**src/rtl/moore_111010_ov.sv**
```systemverilog
// ---------------------------------------------------------------------------
// moore_111010_ov
//
// Serial pattern detector for the bit sequence 1,1,1,0,1,0 (first bit
// received first). It is a Moore FSM with overlapping detection, so the tail
// of one match can start the next one. Each state records the longest prefix
// of the pattern that has been matched so far.
//
// Ports:
//   in_seq  - serial data bit, sampled on each rising edge of clk
//   clk     - rising-edge clock
//   rst     - asynchronous, active-high reset; forces S0 and det_out = 0
//   det_out - high for exactly one clock while the FSM is in the detect state
// ---------------------------------------------------------------------------
module moore_111010_ov (
    input  logic in_seq,
    input  logic clk,
    input  logic rst,
    output logic det_out
);

    typedef enum logic [2:0] {
        S0 = 3'd0,  // nothing matched
        S1 = 3'd1,  // "1"
        S2 = 3'd2,  // "11"
        S3 = 3'd3,  // "111"
        S4 = 3'd4,  // "1110"
        S5 = 3'd5,  // "11101"
        S6 = 3'd6   // "111010" (detect state)
    } state_t;

    state_t state;
    state_t state_nxt;

    // Next-state rule. On a mismatch, the FSM falls back to the longest
    // pattern prefix that is still a suffix of the bits seen so far. Encoding
    // 3'b111 is unused and falls back to S0.
    function automatic state_t next_state(input state_t s, input logic b);
        state_t n;
        n = S0;
        case (s)
            S0:      n = b ? S1 : S0;
            S1:      n = b ? S2 : S0;
            S2:      n = b ? S3 : S0;
            S3:      n = b ? S3 : S4;  // a longer run of 1s still ends in "111"
            S4:      n = b ? S5 : S0;
            S5:      n = b ? S2 : S6;  // "111011" still ends in "11"
            S6:      n = b ? S1 : S0;  // the trailing "1" starts a new match
            default: n = S0;
        endcase
        return n;
    endfunction

    always_comb begin
        state_nxt = next_state(state, in_seq);
    end

    // det_out is registered from the next-state decode. It therefore rises
    // and falls together with entry into and exit from S6. It has no
    // combinational path from in_seq.
    always_ff @(posedge clk or posedge rst) begin
        if (rst) begin
            state   <= S0;
            det_out <= 1'b0;
        end else begin
            state   <= state_nxt;
            det_out <= (state_nxt == S6);
        end
    end

endmodule

```
**config.mk**
```make
export PLATFORM = sky130hd
export DESIGN_NAME = moore_111010_ov
export DESIGN_NICKNAME = d
export VERILOG_FILES = /design/src/rtl/moore_111010_ov.sv
export SDC_FILE = /design/constraint.sdc
export NUM_CORES = 1
export LEC_CHECK = 0
export ABC_AREA = 0
export CAP_MARGIN = 20
export CORE_AREA = 2 2 39 41
export CTS_CLUSTER_SIZE = 30
export DETAILED_ROUTE_END_ITERATION = 6
export DIE_AREA = 0 0 41 43
export GPL_ROUTABILITY_DRIVEN = 1
export GPL_TIMING_DRIVEN = 0
export PLACE_DENSITY = 0.35
export SETUP_SLACK_MARGIN = 0.3
export SLEW_MARGIN = 0
export SYNTH_ARGS = -nofsm -noshare
export SYNTH_HDL_FRONTEND = slang
export SYNTH_SLANG_ARGS = --single-unit
```
**constraint.sdc**
```tcl
create_clock -name clk -period 2 [get_ports clk]
set_input_delay 0.6 -clock clk [delete_from_list [all_inputs] [get_ports clk]]
set_output_delay 0.6 -clock clk [all_outputs]
set_load 0.01 [all_outputs]
```
Word level (Yosys, flattened, before mapping):

Cells that the tools add are included.

* output and inout bits: 1
* register bits after elaboration: 4

* mux-type cells: 7
* reductions and logical operators: 2
* equal/unequal tests: 7

Operators with widths (count)
* $pmux W3 S6: 1
* $eq A3 B3 Y1 const B: 4
* $mux W3: 3
* $eq A3 B2 Y1 const B: 2
* $mux W2: 2
* $eq A3 B1 Y1 const B: 1
* $logic_not A3 Y1: 1
* $reduce_or A2 Y1: 1
* $mux W1: 1

Logic depth before layout (Yosys ltp):

Gate-level depths: netlist of the first run.

* word-level depth: 4
* mapped depth: 2

Worst setup path after synthesis of the first run:

OpenSTA, ideal clock, no wires.

* kind: register -> output
* start point: register det_out
* end point: output port det_out
* cell stages (with the launch flop): 1
* buffers on the path: 0
* data arrival time: 376 ps
* slack: 1024 ps
* data required time: 1400 ps
* cells stage by stage: dfrtp_1

RTL lines
* from (decl): line 19 `output logic det_out`
* from (signal assigned): line 67 `det_out <= (state_nxt == S6);`

No word-level cell between the ends.

Worst setup path in the final report of the first run:

* start point: register det_out
* end point: output port det_out

No word-level cell between the ends.

==> summary.md, run 1 <==
| Metric | Value |
|---|---|
| Worst skew pair latency | `roughly 0.23 ns` |
| Post-detailed-route via-to-cell ratio | `between 3 and 4` |
| Total via count in the routed design | `124` |
| Wire length on met2 | `86 um` |
| FMAX | `0.751 GHz` |
| Critical Path AT | `0.73 ns` |
| Buffer levels on the longest clock path | `2` |
| Endpoint, Worst Hold | `state[0]` |
| Worst Hold Launch | `state[0]` |
| Count of flip-flops with a built-in enable after synthesis | `0` |
| Hold/Removal Path Class | `reg -> reg` |
| Part of the Yosys area used for sequential elements | `0.597` |
| Post-synth top flop | `sky130_fd_sc_hd__dfrtp_1` |
| Post-Route Skew | `about 0.00089 ns` |
| Ranking of synthesized cells by area | `sky130_fd_sc_hd__dfrtp_1 (60%), sky130_fd_sc_hd__nand2b_1 (11%), sky130_fd_sc_hd__o22ai_1 (7.5%)` |
| Largest net degree at the start of global routing | `6` |
| Dpl ws | `roughly 0.55 ns` |
| Worst path bufs/invs | `1` |
| Reg-to-Reg Start | `state[1]` |
| Number of design-rule violations left by the first detailed-router iteration | `2` |
| Final clock period utilization by the worst path | `0.666` |
| Fraction of registers with async set or reset after synthesis | `1.00` |
| Worst reg-to-reg path cell count | `2` |
| Post-Route M1 WL | `143 um` |
| Die Span X | `a little over 40 um` |
| Number of instances in the synthesized netlist | `15` |
| TritonCTS clock tree | `built` |
| Critical Path Source Type | `flip-flop` |
| Cell at the slowest stage of the critical path | `sky130_fd_sc_hd__dfrtp_1` |
| Average detailed-routed wire length per instance | `~7.2 um` |
| RSZ-0062 raised after global routing | `no` |
| WL met3 | `between 20 and 30 um` |
| Count of distinct cell types in the synthesized netlist | `9` |
| Slowest stage delay, CP | `around 0.34 ns` |
| Shortest clock period the worst path allows after layout | `between 1 and 1.5 ns` |
| Synthesized area divided by synthesized cell count | `approximately 11 um2` |
| Share of final-layout standard cells stronger than drive strength 1 | `0.143` |
| Worst path cell trace | `dlymetal6s2s_1` |
| Final Hold Violating Endpoints | `0` |
| Standard-cell rows | `14` |
| Highest ir drop seen on vdd | `approximately 0.31 mV` |
| Kind of cell with the highest combined delay on the critical path | `flip-flops` |
| Die area | `0.00176 mm2` |
| Largest fanout of any net on the critical path | `1` |
| Post-CTS setup-driven buffer insertion count | `0` |
| Post-synthesis cell type with the largest combined area | `sky130_fd_sc_hd__dfrtp_1` |
| Clock Pin Slew Worst Setup and Hold Paths | `about 0.030 ns` |
| Layout area overhead | `44.8%` |
| Antenna-violating nets left | `0` |
| CTS root buf | `sky130_fd_sc_hd__clkbuf_4` |
| Setup slack after layout | `0.668 ns` |
| Setup slack of the most critical reg-to-reg path | `1.10 ns` |
| Hold path cells | `1` |
| Total of flip-flops plus latches after synthesis | `4` |
| Total congestion overflow | `0` |
| Die Y | `43 um` |
| Starting Density | `0.121` |
| First-pass detailed-route iteration total | `2` |
| Final setup violation count | `0` |
| Max-slew violations | `0` |
| I/O pin count | `4` |
| Number of max-capacitance violations reported | `0` |
| Clock buffer count from CTS | `3` |
| Crit path capture type | `primary output` |
| Post-synth net total | `18` |
| ANT cells | `0` |
| Slew @ Worst Pin | `0.165 ns` |
| WP data required | `about 1.4 ns` |
| Tightest slew margin relative to the limit | `0.890` |
| Setup TNS after final layout | `0 ns` |
| Path type of the worst setup path | `reg -> out` |
| Antenna violations before repair | `0` |
| Total routing usage reported by global routing | `0.0474` |
| R2r endpoint | `state[2]` |
| Number of global-route vias before repair | `about 110` |
| P_leak | `roughly 0.00012 uW` |
| Number of sinks on the clock net | `4` |
| Core ar. | `approximately 0.0014 mm2` |
| Dominant cell by count in the synthesized netlist | `sky130_fd_sc_hd__dfrtp_1` |
| Weighted congestion at the end of routability-driven global placement | `about 0.57` |
| Number of port buffers | `3` |
| Power density normalized to cell area | `a little under 900 mW/mm2` |
| Portion of synthesized cell area occupied by the leading cell type | `0.597` |
| Top Layer Used | `met4` |
| Count of unresolved DRC violations after routing | `0` |
| Wire length of the first global-routing pass | `~430 um` |
| Commonest cells post-synth | `sky130_fd_sc_hd__dfrtp_1 (4), sky130_fd_sc_hd__nand2b_1 (3), sky130_fd_sc_hd__o22ai_1 (2)` |
| Total Wirelength | `approximately 270 um` |
| Result of the run | `completed` |
| Deepest level of the CTS H-tree | `1` |
| Mapped Area | `~170 um2` |
| Count of synthesis-stage warnings from yosys | `0` |
| Fin nets | `26` |
-- how the worst max path moves through the flow --
stage,start,end,slack [ns],depth (start not counted)
floorplan,det_out,det_out,1.02,0
global placement,in_seq,state[2],0.55,3
detailed placement,in_seq,state[2],0.55,3
CTS,det_out,det_out,0.32,1
global route,det_out,det_out,0.63,1
finish,det_out,det_out,0.67,1
-- routing by layer --
metal / vias to the layer above / GRT usage
met4: 0 / 0.0400
met5: - / 0
met3: 2 / 0.0785
li1: 65 / -
met1: 53 / 0.0523
met2: 4 / 0.0313
-- metrics by stage --
stage               power (uW)  hold slack [ns]   util  cells  area, um2
floorplan                  114            0.366      -     15        168
global placement           122            0.473  0.157     34        218
detailed placement         123            0.477  0.157     34        218
CTS                        225            0.481  0.174     37        240
global route               237            0.506  0.175     37        243
finish                     216            0.482  0.175     37        243
-- report_power, final --
| group | internal [uW] | leakage (uW) | total, uW | switching, uW |
|---|---|---|---|---|
| clock | 66.8 | 0.0000138 | 95.0 | 28.2 |
| sequential | 88.8 | 0.0000526 | 97.4 | 8.61 |
| combinational | 14.9 | 0.0000529 | 23.8 | 8.91 |
-- flip-flops by register name, summed over array words and instances, names as in the netlist --
register and count:
det_out 1, state 3
-- logic make-up after synthesis --
kind of cell,after synthesis,synth area share
AOI/OAI and AO/OA,4,0.149
and+or+nand+nor,5,0.179
DFF,4,0.597
xor gates and xnor gates,1,0.0522
buffers and inverters,1,0.0224
-- final cells by class --
class	instances	area (um2)
Multi-Input combinational cell	10	63.8
Clock buffer	3	22.5
Timing Repair Buffer	3	32.5
Sequential cell	4	100
Inverter	1	3.75
Tap cell	16	20.0
Fill cell	150	1140
-- placed cells by master (no fill, tap or decap), drive strengths merged --
cell	count
a21oi	1
nand2b	3
nor2	1
or2b	1
clkdlybuf4s50	2
xnor2	1
o22ai	2
dlymetal6s2s	1
clkbuf	3
inv	1
a21boi	1
dfrtp	4
-- repair_timing --
action / in CTS / in global routing
gates resized for setup: 0 / 1
setup endpoints to repair: 0 / 1
hold buffers: 0 / 0
(Power assumes the default switching activity.)
==> inputs of run 2 (changes only) <==
Clock period 2 ns to 1.3 ns, I/O delays scaled along.
==> run 2 against run 1 <==
Compared with the run above: power is 53% higher; register-to-register slack worse by 0.70 ns; flip-flop and latch count stayed put; count of clock-buffer cells in the layout stayed put.
==> summary.md, run 2 (same netlist as run 1, synthesis figures left out) <==
| Metric | Value |
|---|---|
| Post-Route Skew | `0.000894 ns (-0.000000180 ns)` |
| Fin nets | `26 (unchanged)` |
| Standard-cell rows | `14 (unchanged)` |
| Slowest stage delay, CP | `0.34 ns (about the same)` |
| Buffer levels on the longest clock path | `2 (unchanged)` |
| Global route hottest layer | `met3` |
| Final Hold Violating Endpoints | `0 (unchanged)` |
| Finished layout cell area | `238 um2 (-2.1%)` |
| Total via count in the routed design | `124 (unchanged)` |
| P_leak | `0.000112 uW (-6.1%)` |
| TritonCTS clock tree | `built` |
| Power density normalized to cell area | `1400 mW/mm2 (+57%)` |
| Number of max-capacitance violations reported | `0 (unchanged)` |
| Number of sinks on the clock net | `4 (unchanged)` |
| Layout area overhead | `41.8%` |
| Die Y | `43 um (unchanged)` |
| Number of global-route vias before repair | `108 (unchanged)` |
| Hold buffer count at cts | `0 (unchanged)` |
| Largest fanout of any net on the critical path | `1 (unchanged)` |
| Largest net degree at the start of global routing | `6 (unchanged)` |
| Total Wirelength | `268 um (+0.75%)` |
| Total cell area at the placement stage | `218 um2 (unchanged)` |
| Max-slew violations | `0 (unchanged)` |
| First-pass detailed-route iteration total | `2 (unchanged)` |
| Flip-flop count of the largest register after layout | `3 (unchanged)` |
| Critical Path Source Type | `flip-flop` |
| Most common library cell in the layout ignoring fill and taps | `sky130_fd_sc_hd__dfrtp_1` |
| Starting Density | `0.121 (unchanged)` |
| Hold/Removal Path Class | `in -> async` |
| Clock buffer count from CTS | `3 (unchanged)` |
| FMAX | `roughly 0.9 GHz` |
| Share of final-layout standard cells stronger than drive strength 1 | `0.190 (+0.0476)` |
| Result of the run | `completed` |
| Total congestion overflow | `0 (unchanged)` |
| Number of port buffers | `3 (unchanged)` |
| ANT cells | `0 (unchanged)` |
| GR Layer Usage met1 | `0.0523 (unchanged)` |
| Setup TNS after final layout | `0 ns (unchanged)` |
| Kind of cell with the highest combined delay on the critical path | `flip-flops` |
| Clock Pin Slew Worst Setup and Hold Paths | `0.03 ns (about the same)` |
| Critical Path AT | `0.70 ns (-0.03 ns)` |
| Number of design-rule violations left by the first detailed-router iteration | `2 (unchanged)` |
| RSZ-0062 raised after global routing | `yes` |
| I/O pin count | `4 (unchanged)` |
| GR met3 Demand/Resource | `0.0785 (unchanged)` |
| Deepest level of the CTS H-tree | `1 (unchanged)` |
| Largest registers ranked by flip-flop count | `state x3, det_out x1` |
| Wire length of the first global-routing pass | `434 um (unchanged)` |
| Count of unresolved DRC violations after routing | `0 (unchanged)` |
| Cell at the slowest stage of the critical path | `sky130_fd_sc_hd__dfrtp_1` |
| Average detailed-routed wire length per instance | `7.24 um (+0.75%)` |
| Die Span X | `41 um (unchanged)` |
| Total routing usage reported by global routing | `0.0474 (unchanged)` |
| Highest-count cells in the layout ignoring fill and taps | `sky130_fd_sc_hd__dfrtp_1 (4), sky130_fd_sc_hd__nand2b_1 (3), sky130_fd_sc_hd__clkbuf_4 (3), sky130_fd_sc_hd__o22ai_1 (2)` |
| Tightest slew margin relative to the limit | `0.890 (unchanged)` |
| Highest ir drop seen on vdd | `0.481 mV (+54%)` |
| Post-detailed-route via-to-cell ratio | `3.35 (unchanged)` |
| Final clock period utilization by the worst path | `0.839` |
| Register bank with the most flops | `state` |
| Worst path cell trace | `buf_2` |
| Core ar. | `0.00138 mm2 (unchanged)` |
| Worst skew pair latency | `0.23 ns (about the same)` |
| Crit path capture type | `primary output` |
| Shortest clock period the worst path allows after layout | `roughly 1.1 ns` |
| Global-route met2 utilization | `0.0313 (unchanged)` |
| Path type of the worst setup path | `reg -> out` |
| Slew @ Worst Pin | `0.165 ns (unchanged)` |
| WP data required | `0.91 ns (-0.49 ns)` |
| Antenna violations before repair | `0 (unchanged)` |
| Die area | `0.00176 mm2 (unchanged)` |
| Antenna-violating nets left | `0 (unchanged)` |
| Weighted congestion at the end of routability-driven global placement | `0.571 (unchanged)` |
| CTS root buf | `sky130_fd_sc_hd__clkbuf_4` |
| Final setup violation count | `0 (unchanged)` |
| Worst path bufs/invs | `1 (unchanged)` |
==> run 2: cell type report <==
type | instances | area (um2)
multi-input cells | 10 | 63.8
fillers | 151 | 1150
clock buffers | 3 | 22.5
well taps | 16 | 20.0
inverters | 1 | 3.75
flip-flops and latches | 4 | 100
repair buffers | 3 | 27.5
==> run 2: worst paths after layout <==
| check | start | endpoint | slack (ns) | cells past startpoint |
|---|---|---|---|---|
| hold reg to reg | state[0] | state[0] | 0.48 | 1 |
| setup / recovery | det_out | det_out | 0.21 | 1 |
| hold / removal | rst | state[2] | 0.35 | 2 |
| min in group clk | state[0] | state[0] | 0.48 | 1 |
| max in group asynchronous | rst | state[0] | 0.80 | 2 |
| setup reg to reg | state[1] | state[2] | 0.40 | 2 |
==> run 2: what timing repair did <==
| action | CTS | global route |
|---|---|---|
| setup endpoints to repair | 1 | 2 |
| gates resized for setup | 4 | 1 |
| endpoints found under the hold margin | 0 | 0 |
| buffers inserted | 0 | 0 |
| cloned | 0 | 0 |
==> run 2: stage by stage <==
| step | utilization | hold slack, ns | total power, uW | setup WS, ns | cells |
|---|---|---|---|---|---|
| floorplan | - | 0.156 | 175 | 0.443 | 15 |
| global placement | 0.157 | 0.473 | 187 | 0.0579 | 34 |
| detailed placement | 0.157 | 0.477 | 189 | 0.0577 | 34 |
| CTS | 0.170 | 0.344 | 345 | 0.192 | 37 |
| global route | 0.172 | 0.366 | 364 | 0.173 | 37 |
| finish | 0.172 | 0.350 | 332 | 0.209 | 37 |
==> run 2: power by group <==
part / leakage, uW / switching (uW) / internal, uW
clock: 0.0000138 / 43.4 / 103
combinational: 0.0000456 / 13.7 / 22.1
sequential: 0.0000526 / 13.2 / 137
==> run 2: routing by layer <==
layer | wire length, um | up-vias
li1 | - | 65
met5 | 0 | -
met3 | 29 | 2
met4 | 8 | 0
met2 | 85 | 4
met1 | 146 | 53
==> edit (config.mk and constraints of run 2) <==
The output `det_out` loses its register stage (`det_out` becomes a continuous assignment). Comments in the files are not updated.
--- a/src/rtl/moore_111010_ov.sv
+++ b/src/rtl/moore_111010_ov.sv
@@ -63,6 +63,4 @@
             state   <= S0;
-            det_out <= 1'b0;
         end else begin
             state   <= state_nxt;
-            det_out <= (state_nxt == S6);
         end
@@ -70,2 +68,4 @@
 
+    assign det_out = (state_nxt == S6);
+
 endmodule
Check against the original RTL: not equivalent (Yosys sat finds a counterexample within 10 cycles, from zero or initial values and one cycle with rst high).
==> edit against run 2 <==
The flow now finishes with violations (negative setup slack). Largest cell class unchanged. Worst setup slack worse by 0.35 ns. Clock power is 12% higher. Synthesized area shrank 15%. Design area did not move. Routed wire length increased by 4.1%. Sequential cell count down 1. Critical endpoint unchanged. Largest power group is now clock. Via count is 7.3% higher. Total power hardly changed.
==> edit: results <==
group,metric,value,unit
synthesis,syn_nets,17,
worst_setup_path,cp_slowest_cell,"dfrtp_1",
drt,drtIter0Drc,4,
synthesis,syn_area_per_cell,10.2,um^2
worst_setup_path,slowest_delay,0.37,ns
global_routing,met1_usage,0.0519,
worst_setup_path,arrival,1.05,ns
timing,skew,0.00194,ns
layout,multiInputGateArea,73.8,um^2
synthesis,yosysSeqAreaShare,0.526,
power_and_ir_drop,pg_clk,163,uW
drt,m1WireLength,121,um
power_and_ir_drop,peakVddDrop,0.370,mV
place,placed_cell_area,195,um^2
timing,setup_viol,1,
drt,via_per_inst,3.41,
clock_tree,cts_resized,6,
clock_tree,insertion_delay,0.23,ns
power_and_ir_drop,switching_share,0.238,
drt,wl_met3,31,um
layout,drive_gt1_frac,0.348,
global_routing,first_global_vias,136,
global_routing,grt_use_met2,0.0531,
drt,wl_per_cell,7.15,um
outcome,status,"complete, but fails checks",
timing,setup_slack,-0.140,ns
outcome,violations,"negative setup slack",
global_routing,grt_max_degree,5,
global_routing,grt_pass1_wl,524,um
power_and_ir_drop,pwr-share-comb,0.168,
timing,whs,0.319,ns
power_and_ir_drop,p_switching,79.0,uW
clock_tree,post-cts-setup-buffer-count,2,
worst_setup_path,crit_family,"flip-flops",
place,place_ws,-0.754,ns
timing,tightestPinTransition,0.173,ns
layout,instances_no_fill,39,
synthesis,synthTopCellsByCount,"3 x dfrtp_1, 3 x nand2b_1, 2 x o22ai_1",
drt,top_layer,"met3",
global_routing,track_usage,0.0544,
layout,fill_cells,159,
place,place_inst,33,
global_routing,grtUsageMet3,0.0471,
synthesis,synth_area_leaders,"dfrtp_1 53%, nand2b_1 13%, o22ai_1 8.8%",
layout,reg.largest.list,"state x3",
layout,final_nets,27,
timing,fin_tns_setup,-0.140,ns
-- edit: worst max path at each step --
stage | startpoint | slack [ns] | to | cells past startpoint
2_1_floorplan | state[1] | 0.14 | det_out | 2
3_3_place_gp | in_seq | -0.75 | det_out | 4
3_5_place_dp | in_seq | -0.75 | det_out | 4
4_1_cts | state[1] | -0.15 | det_out | 3
5_1_grt | state[1] | -0.20 | det_out | 3
6_report | state[1] | -0.14 | det_out | 3
-- edit: final cells by class --
class                           count  area share
Multi-Input combinational cell     10       0.311
Timing Repair Buffer                5       0.163
Sequential cell                     3       0.316
Tap cell                           16      0.0842
Inverter                            1      0.0158
Clock buffer                        4       0.111
-- edit: logic make-up (layout without fill, tap and decap cells) --
kind of cell | after synthesis | in the layout | synth area share
and+or+nand+nor | 5 | 5 | 0.211
xor gates and xnor gates | 1 | 1 | 0.0614
AOI/OAI and AO/OA | 4 | 4 | 0.175
buffers and inverters | 1 | 10 | 0.0263
DFF | 3 | 3 | 0.526
